File: config.mk
export PLATFORM = sky130hd
export DESIGN_NAME = reg_file_scoreboard
export DESIGN_NICKNAME = d
export VERILOG_FILES = /design/src/rtl/reg_file_scoreboard.sv
export SDC_FILE = /design/constraint.sdc
export NUM_CORES = 2
export LEC_CHECK = 0
export CAP_MARGIN = 20
export CORE_MARGIN = 2
export CORE_UTILIZATION = 38
export CTS_CLUSTER_SIZE = 10
export DETAILED_ROUTE_END_ITERATION = 6
export DONT_BUFFER_PORTS = 1
export GPL_TIMING_DRIVEN = 0
export PLACE_DENSITY = 0.63
export REMOVE_ABC_BUFFERS = 1
export SYNTH_ARGS = -nofsm -noshare
export SYNTH_HDL_FRONTEND = slang
export SYNTH_SLANG_ARGS = --single-unit
File: constraint.sdc
create_clock -name clk -period 3.95 [get_ports clk]
set_input_delay 1.185 -clock clk [delete_from_list [all_inputs] [get_ports clk]]
set_output_delay 1.185 -clock clk [all_outputs]
set_load 0.02 [all_outputs]
File: src/rtl/reg_file_scoreboard.sv
// reg_file_scoreboard
// -------------------
// CPU register file (NREGS x DWIDTH) with two combinational read ports, one
// synchronous write-back port and a per-register busy scoreboard that holds
// decode when a consumed source operand still has a write in flight.
//
// Ports:
//   clk                  system clock, all state updates on the rising edge
//   rst                  synchronous active-high reset (clears regs and busy bits)
//   rd_addr0/rd_addr1    read indices (rs / rt)
//   rd_data0/rd_data1    combinational read data, with write-through bypass
//   wr_en/wr_addr/wr_data  write-back strobe, destination and data
//   issue_en/issue_addr  instruction issue strobe and its destination index
//   rd_use0/rd_use1      the issuing instruction really consumes port 0 / 1
//   stall                combinational: a consumed source is still busy
//   busy_vec             registered per-register busy bits (bit 0 always 0)

module reg_file_scoreboard #(
  parameter int DWIDTH = 32,
  parameter int AWIDTH = 5,
  parameter int NREGS  = 2**AWIDTH
) (
  input  logic              clk,
  input  logic              rst,
  input  logic [AWIDTH-1:0] rd_addr0,
  input  logic [AWIDTH-1:0] rd_addr1,
  output logic [DWIDTH-1:0] rd_data0,
  output logic [DWIDTH-1:0] rd_data1,
  input  logic              wr_en,
  input  logic [AWIDTH-1:0] wr_addr,
  input  logic [DWIDTH-1:0] wr_data,
  input  logic              issue_en,
  input  logic [AWIDTH-1:0] issue_addr,
  input  logic              rd_use0,
  input  logic              rd_use1,
  output logic              stall,
  output logic [NREGS-1:0]  busy_vec
);

  logic [DWIDTH-1:0] regs_q [NREGS];
  logic [DWIDTH-1:0] regs_d [NREGS];
  logic [NREGS-1:0]  busy_q;
  logic [NREGS-1:0]  busy_d;

  // One-hot decodes of the write-back and issue destinations. Index 0 is
  // masked here so register 0 can never be written or marked busy.
  logic [NREGS-1:0]  wr_onehot;
  logic [NREGS-1:0]  issue_onehot;

  logic              byp0;
  logic              byp1;
  logic              stall0;
  logic              stall1;

  // Decode destination indices into one-hot enables, zero entry masked off.
  always_comb begin
    wr_onehot    = '0;
    issue_onehot = '0;
    if (wr_en) begin
      wr_onehot[wr_addr] = 1'b1;
    end
    if (issue_en) begin
      issue_onehot[issue_addr] = 1'b1;
    end
    wr_onehot[0]    = 1'b0;
    issue_onehot[0] = 1'b0;
  end

  // Next-state for storage and scoreboard. A new issue to a register wins
  // over a write-back retiring the same register in the same cycle: the
  // older producer's data is stored but the younger one is still pending.
  always_comb begin
    regs_d = regs_q;
    busy_d = busy_q;
    for (int i = 0; i < NREGS; i++) begin
      if (wr_onehot[i]) begin
        regs_d[i] = wr_data;
      end
      if (issue_onehot[i]) begin
        busy_d[i] = 1'b1;
      end else if (wr_onehot[i]) begin
        busy_d[i] = 1'b0;
      end
    end
    regs_d[0] = '0;
    busy_d[0] = 1'b0;
  end

  // State registers; reset overrides any concurrent write or issue.
  always_ff @(posedge clk) begin
    if (rst) begin
      for (int i = 0; i < NREGS; i++) begin
        regs_q[i] <= '0;
      end
      busy_q <= '0;
    end else begin
      regs_q <= regs_d;
      busy_q <= busy_d;
    end
  end

  // Read ports. A write-back to the same non-zero index is forwarded so
  // decode sees the value in the cycle it is being written.
  always_comb begin
    byp0 = wr_en && (wr_addr == rd_addr0) && (rd_addr0 != '0);
    byp1 = wr_en && (wr_addr == rd_addr1) && (rd_addr1 != '0);

    if (rd_addr0 == '0) begin
      rd_data0 = '0;
    end else if (byp0) begin
      rd_data0 = wr_data;
    end else begin
      rd_data0 = regs_q[rd_addr0];
    end

    if (rd_addr1 == '0) begin
      rd_data1 = '0;
    end else if (byp1) begin
      rd_data1 = wr_data;
    end else begin
      rd_data1 = regs_q[rd_addr1];
    end
  end

  // Stall when a consumed source is busy and not being retired right now;
  // a retiring register is covered by the bypass above.
  always_comb begin
    stall0 = rd_use0 && (rd_addr0 != '0) && busy_q[rd_addr0] && !byp0;
    stall1 = rd_use1 && (rd_addr1 != '0) && busy_q[rd_addr1] && !byp1;
    stall  = stall0 || stall1;
  end

  assign busy_vec = busy_q;

endmodule
After elaboration in Yosys (flattened, before gate mapping)
Cells that the tools add are included.

Register bits after elaboration: 1056. Input bits: 58.

Magnitude comparators: 8. Equal/unequal tests: 2. Mux-type cells: 82. Bitwise operators: 2. Reductions and logical operators: 50.

Operator list (number): $bmux 32 s5 (2); $mux 32 (10); $mux 1 (66); $reduce_bool 2->1 (31); $lt 5x6->1 const B (4); $ge 6x6->1 const B (2); $logic_and 1x1->1 (12); $not 5->6 (2); $bmux 1 s5 (2); $demux 1 s5 (2); $eq 5x5->1 (2); $ge 5x1->1 const B (2); $logic_not 5->1 (2); $reduce_bool 5->1 (2); $logic_not 1->1 (2); $logic_or 1x1->1 (1).

Logic depth before layout (Yosys ltp)
Word-level depth: 7. Gate-level depth with buffers: 10. Mapped depth without buffers: 5.

Worst setup path before layout
OpenSTA, ideal clock, no wires.

Path kind: input to output. From: input rd_addr1[0]. To: output stall. Arrival: 2.939 ns. Path slack: -0.174 ns. Cell stages on the path: 9. Buffers on the path: 5. Cell sequence: buf_2 > buf_2 > buf_2 > buf_4 > buf_4 > nand2_1 > o21ai_0 > o32ai_1 > o32ai_1.

Longest elaborated chain between the ends: 6.

RTL lines: start: declaration (line 26) `input logic [AWIDTH-1:0] rd_addr1,`; branches (longest 4 deep; another with $bmux 1 s5); $logic_and 1x1->1 (*) (line 129) `stall1 = rd_use1 && (rd_addr1 != '0) && busy_q[rd_addr1] && !byp1;`; $logic_or 1x1->1 (*) (line 130) `stall = stall0 || stall1;`; end: declaration (line 36) `output logic stall,`.

Every way passes the cells marked *. The select of a mux whose other input is x is not followed.

Worst setup path in the final report
From: input rd_addr0[1]. To: output rd_data0[31].

Longest elaborated chain between the ends: 6.

RTL lines: start: declaration (line 25) `input logic [AWIDTH-1:0] rd_addr0,`; $not 5->6 (implied by the code) (line 113) `rd_data0 = regs_q[rd_addr0];`; $bmux 32 s5 (line 113); $mux 32 (implied by the code) (2 in series) (line 113); $mux 32 (line 110) `end else if (byp0) begin`; $mux 32 (*) (line 108) `if (rd_addr0 == '0) begin`; end: declaration (line 27) `output logic [DWIDTH-1:0] rd_data0,`.

Every way passes the cells marked *; elsewhere a longest branch is shown, timed or not. The select of a mux whose other input is x is not followed.

==> impl_metrics.csv <==
group,metric,value,unit
timing,period_needed,5.09,ns
layout,finish.instance_area,59400,um2
power_and_ir_drop,clkPwrFrac,0.441,
detailed_routing,vias,48569,
clocking,cts_made_buffers,114,
yosys,synth_top_flop_cell,"dfxtp_1",
yosys,synthAdderAreaFrac,0,
yosys,syn_area_per_cell,8.42,um2
worst_setup_path,crit_type,"in2out",
timing,worst_slew_pin_slew,4.28,ns
yosys,synth_top_family_by_area,"multiplexers",
yosys,synth_xor_area_frac,0.00149,
clocking,root_buffer,"clkbuf_16",
yosys,ys_types,48,
timing,timing_hold_violations_final,0,
yosys,ys_seq_area_frac,0.388,
detailed_routing,drc,0,
yosys,synth_cells,6274,
power_and_ir_drop,p_per_area,366,nW/um2
floorplanning,initial_utilization,0.384,
power_and_ir_drop,sequentialPowerShare,0.482,
timing,maxSlewViolCount,1199,
detailed_routing,firstDrtPassIters,6,
floorplanning,core,138000,um2
detailed_routing,avgViaCountPerCell,6.34,
yosys,synth_compound_area_frac,0.156,
detailed_routing,first_iter_violations,7439,
detailed_routing,ant_nets,0,
global_routing,grt_pass1_vias,46927,
timing,fmax,197,MHz
floorplanning,rows,136,
clocking,clkSinkCount,1023,
power_and_ir_drop,p_comb_frac,0.077,
worst_setup_path,crit_chain,"mux4_2 > o22ai_1 > or4_4 > nand4_1 > o211a_4",
floorplanning,die_h,377,um
yosys,post_synth_and_or_nand_nor_area_fraction,0.180,
power_and_ir_drop,swShare,0.243,
worst_setup_path,cp_slowest_cell,"mux4_2",
hold_path,hold_class,"reg2reg",
worst_setup_path,cp_max_fo,394,
global_routing,overflow,0,
placed_design,gp_congestion,0.829,
floorplanning,io_pins,155,
placed_design,placed_area,54300,um2
clocking,htree_levels,3,
outcome,violations,"max-slew violations, negative setup slack",
yosys,synth.area.mux_share,0.219,
power_and_ir_drop,p_sw,0.00528,W
worst_setup_path,arrival,3.90,ns
global_routing,grt_max_degree,1024,
timing,setup_violations,65,
power_and_ir_drop,p_leak,19.1,nW
layout,nets,5893,
clocking,clkTransAtPathRegs,0.06,ns
worst_setup_path,required,2.76,ns
detailed_routing,wl_per_cell,27.6,um
layout,drive_above_1_share,0.173,
power_and_ir_drop,intPower,0.0164,W
worst_setup_path,worstSetupEndpointType,"output port",
timing,slew_headroom,-1.85,
global_routing,gr-usage-all-layers,0.287,
clocking,clk_latency,0.71,ns
timing,skew,0,ns
worst_setup_path,cp-start-kind,"input port",
floorplanning,dieArea,142000,um2
placed_design,port-buffer-count,0,
timing,setup_ws,-1.14,ns
yosys,yosysWarningCount,0,
clocking,cts_buffer_depth,3,
global_routing,grt_pass1_wl,306000,um
global_routing,antenna_found_initial,4,
timing,fin_crit_sh,1.29,
placed_design,dpl.hpwl,118000,um
power_and_ir_drop,peakVddDrop,361,uV
timing,rsz0062_at_grt,"yes",
run,maxCapViolCount,0,
worst_setup_path,cpPeakStageDelay,0.81,ns
layout,area_delta_synth_final,12.5,%
yosys,syn_area,52800,um2
yosys,ys_ff_latch,1023,
outcome,status,"complete, but fails checks",
timing,holdWs,0.464,ns
yosys,synth-async-reset-ratio,0,
floorplanning,die_w,377,um
detailed_routing,wl,211000,um
yosys,synth-edff-count,0,
clocking,cts_tree,"built",
## sequential cells by signal, summed over array words and instances (netlist names)
register,cells
regs_q,992
busy_vec,31
## through the flow
step / std cells / util / worst slack [ns] / power [W] / TNS (ns)
after floorplan: 5594 / - / -1.44 / 0.0115 / -78.02
after detailed placement: 7478 / 0.395 / -1.27 / 0.0121 / -63.18
after global routing: 7655 / 0.432 / -0.551 / 0.0222 / -25.38
final: 7656 / 0.432 / -1.14 / 0.0217 / -46.47
after CTS: 7648 / 0.429 / -0.299 / 0.0216 / -7.25
after global placement: 7388 / 0.378 / -6.08 / 0.0120 / -1278.24
## routing by layer
layer	vias to the layer above	global-route usage	share of wire
li1	20949	-	-
met1	23535	0.352	0.37
met2	3248	0.440	0.44
met3	833	0.0961	0.13
met4	4	0.162	0.058
met5	-	0.00172	0.00023
## cells in the mapped netlist (all sizes together), types with 4 or more instances
cell type  count  area (um2)
nor3b          7        52.6
o211a         32         320
nand2b         5        31.3
nor2b          8        50.1
a22oi         95         713
mux2         132        1490
mux2i        259        2590
mux4         332        7480
o2111ai       64         561
or2            5        31.3
a221oi        65         569
o22ai         64         400
nand4         33         206
buf          193        1120
or4           33         248
nor2         163         612
and2           5        31.3
and3           5        31.3
o22a          32         280
clkbuf       487        1870
and3b          5        43.8
dfxtp       1023       20500
or3b           4        35.0
a21oi       1056        5290
nand2       2096        7870
xor2           7        61.3
nor3          37         185
o21ai          4        20.0
## cells in the final DEF (no fill, tap or decap), types with 14 or more instances in the layout
master	Yosys	final
a21oi_2	0	28
mux2i_1	259	246
a21oi_1	1056	994
clkbuf_1	457	14
mux2_2	132	132
nand2_2	0	32
a221oi_1	65	55
clkbuf_16	0	117
buf_12	0	83
o211a_4	0	32
a21oi_4	0	34
nor2_1	163	119
nor3_1	37	35
or4_4	0	33
a22oi_1	95	95
o2111ai_1	64	64
nand4_1	33	33
mux4_2	332	332
dfxtp_1	1023	1023
o22ai_1	64	29
buf_16	0	14
o22ai_2	0	28
nand2_1	2096	2061
o22a_1	32	32
nor2_4	0	33
## power groups by stage
stage / Sequential, W / Combinational [W] / Clock (W)
finish: 0.0105 / 0.00167 / 0.00959
global placement: 0.0107 / 0.00130 / 0
CTS: 0.0105 / 0.00157 / 0.00960
floorplan: 0.0107 / 0.000872 / 0
global route: 0.0105 / 0.00170 / 0.0100
detailed placement: 0.0107 / 0.00138 / 0
## path summary, 6_finish.rpt
check | slack, ns | startpoint | end | cells after the start
worst max-delay path | -1.14 | rd_addr0[1] | rd_data0[31] | 5
worst min-delay path | 0.46 | regs_q[31] | regs_q[31] | 2
worst max register to register | 2.99 | busy_vec[2] | busy_vec[2] | 2
worst min register to register | 0.46 | regs_q[31] | regs_q[31] | 2
## final cells by class
type,count,area (um2)
inverter,1,3.75
antenna,2,5.00
sequential,1023,20500
multi-input combinational,4573,31200
fill,12997,78200
clock inverter,6,67.6
tap,1794,2240
clock buffer,135,3020
timing repair buffer,122,2340
## repair_timing
item / CTS / global route
endpoints found under the setup margin: 65 / 53
gates cloned: 6 / 0
setup buffers: 23 / 5
hold buffers: 0 / 0
gates resized for setup: 280 / 49
pin swaps: 22 / 18
## kinds of logic (layout without fill, tap and decap cells)
| kind of cell | count (synthesis) | count (layout) |
|---|---|---|
| simple gates | 2416 | 2419 |
| buf+inv | 681 | 264 |
| other cells | 1 | 3 |
| mux | 723 | 723 |
| compound gates | 1421 | 1421 |
| xor+xnor | 9 | 9 |
| flops | 1023 | 1023 |
## critical path: cells and delay by family
family	cells	cell delay, ns
simple gates	2	0.70
mux	1	0.81
compound gates	2	0.31
Note: power is estimated with default switching activity, not from simulation.
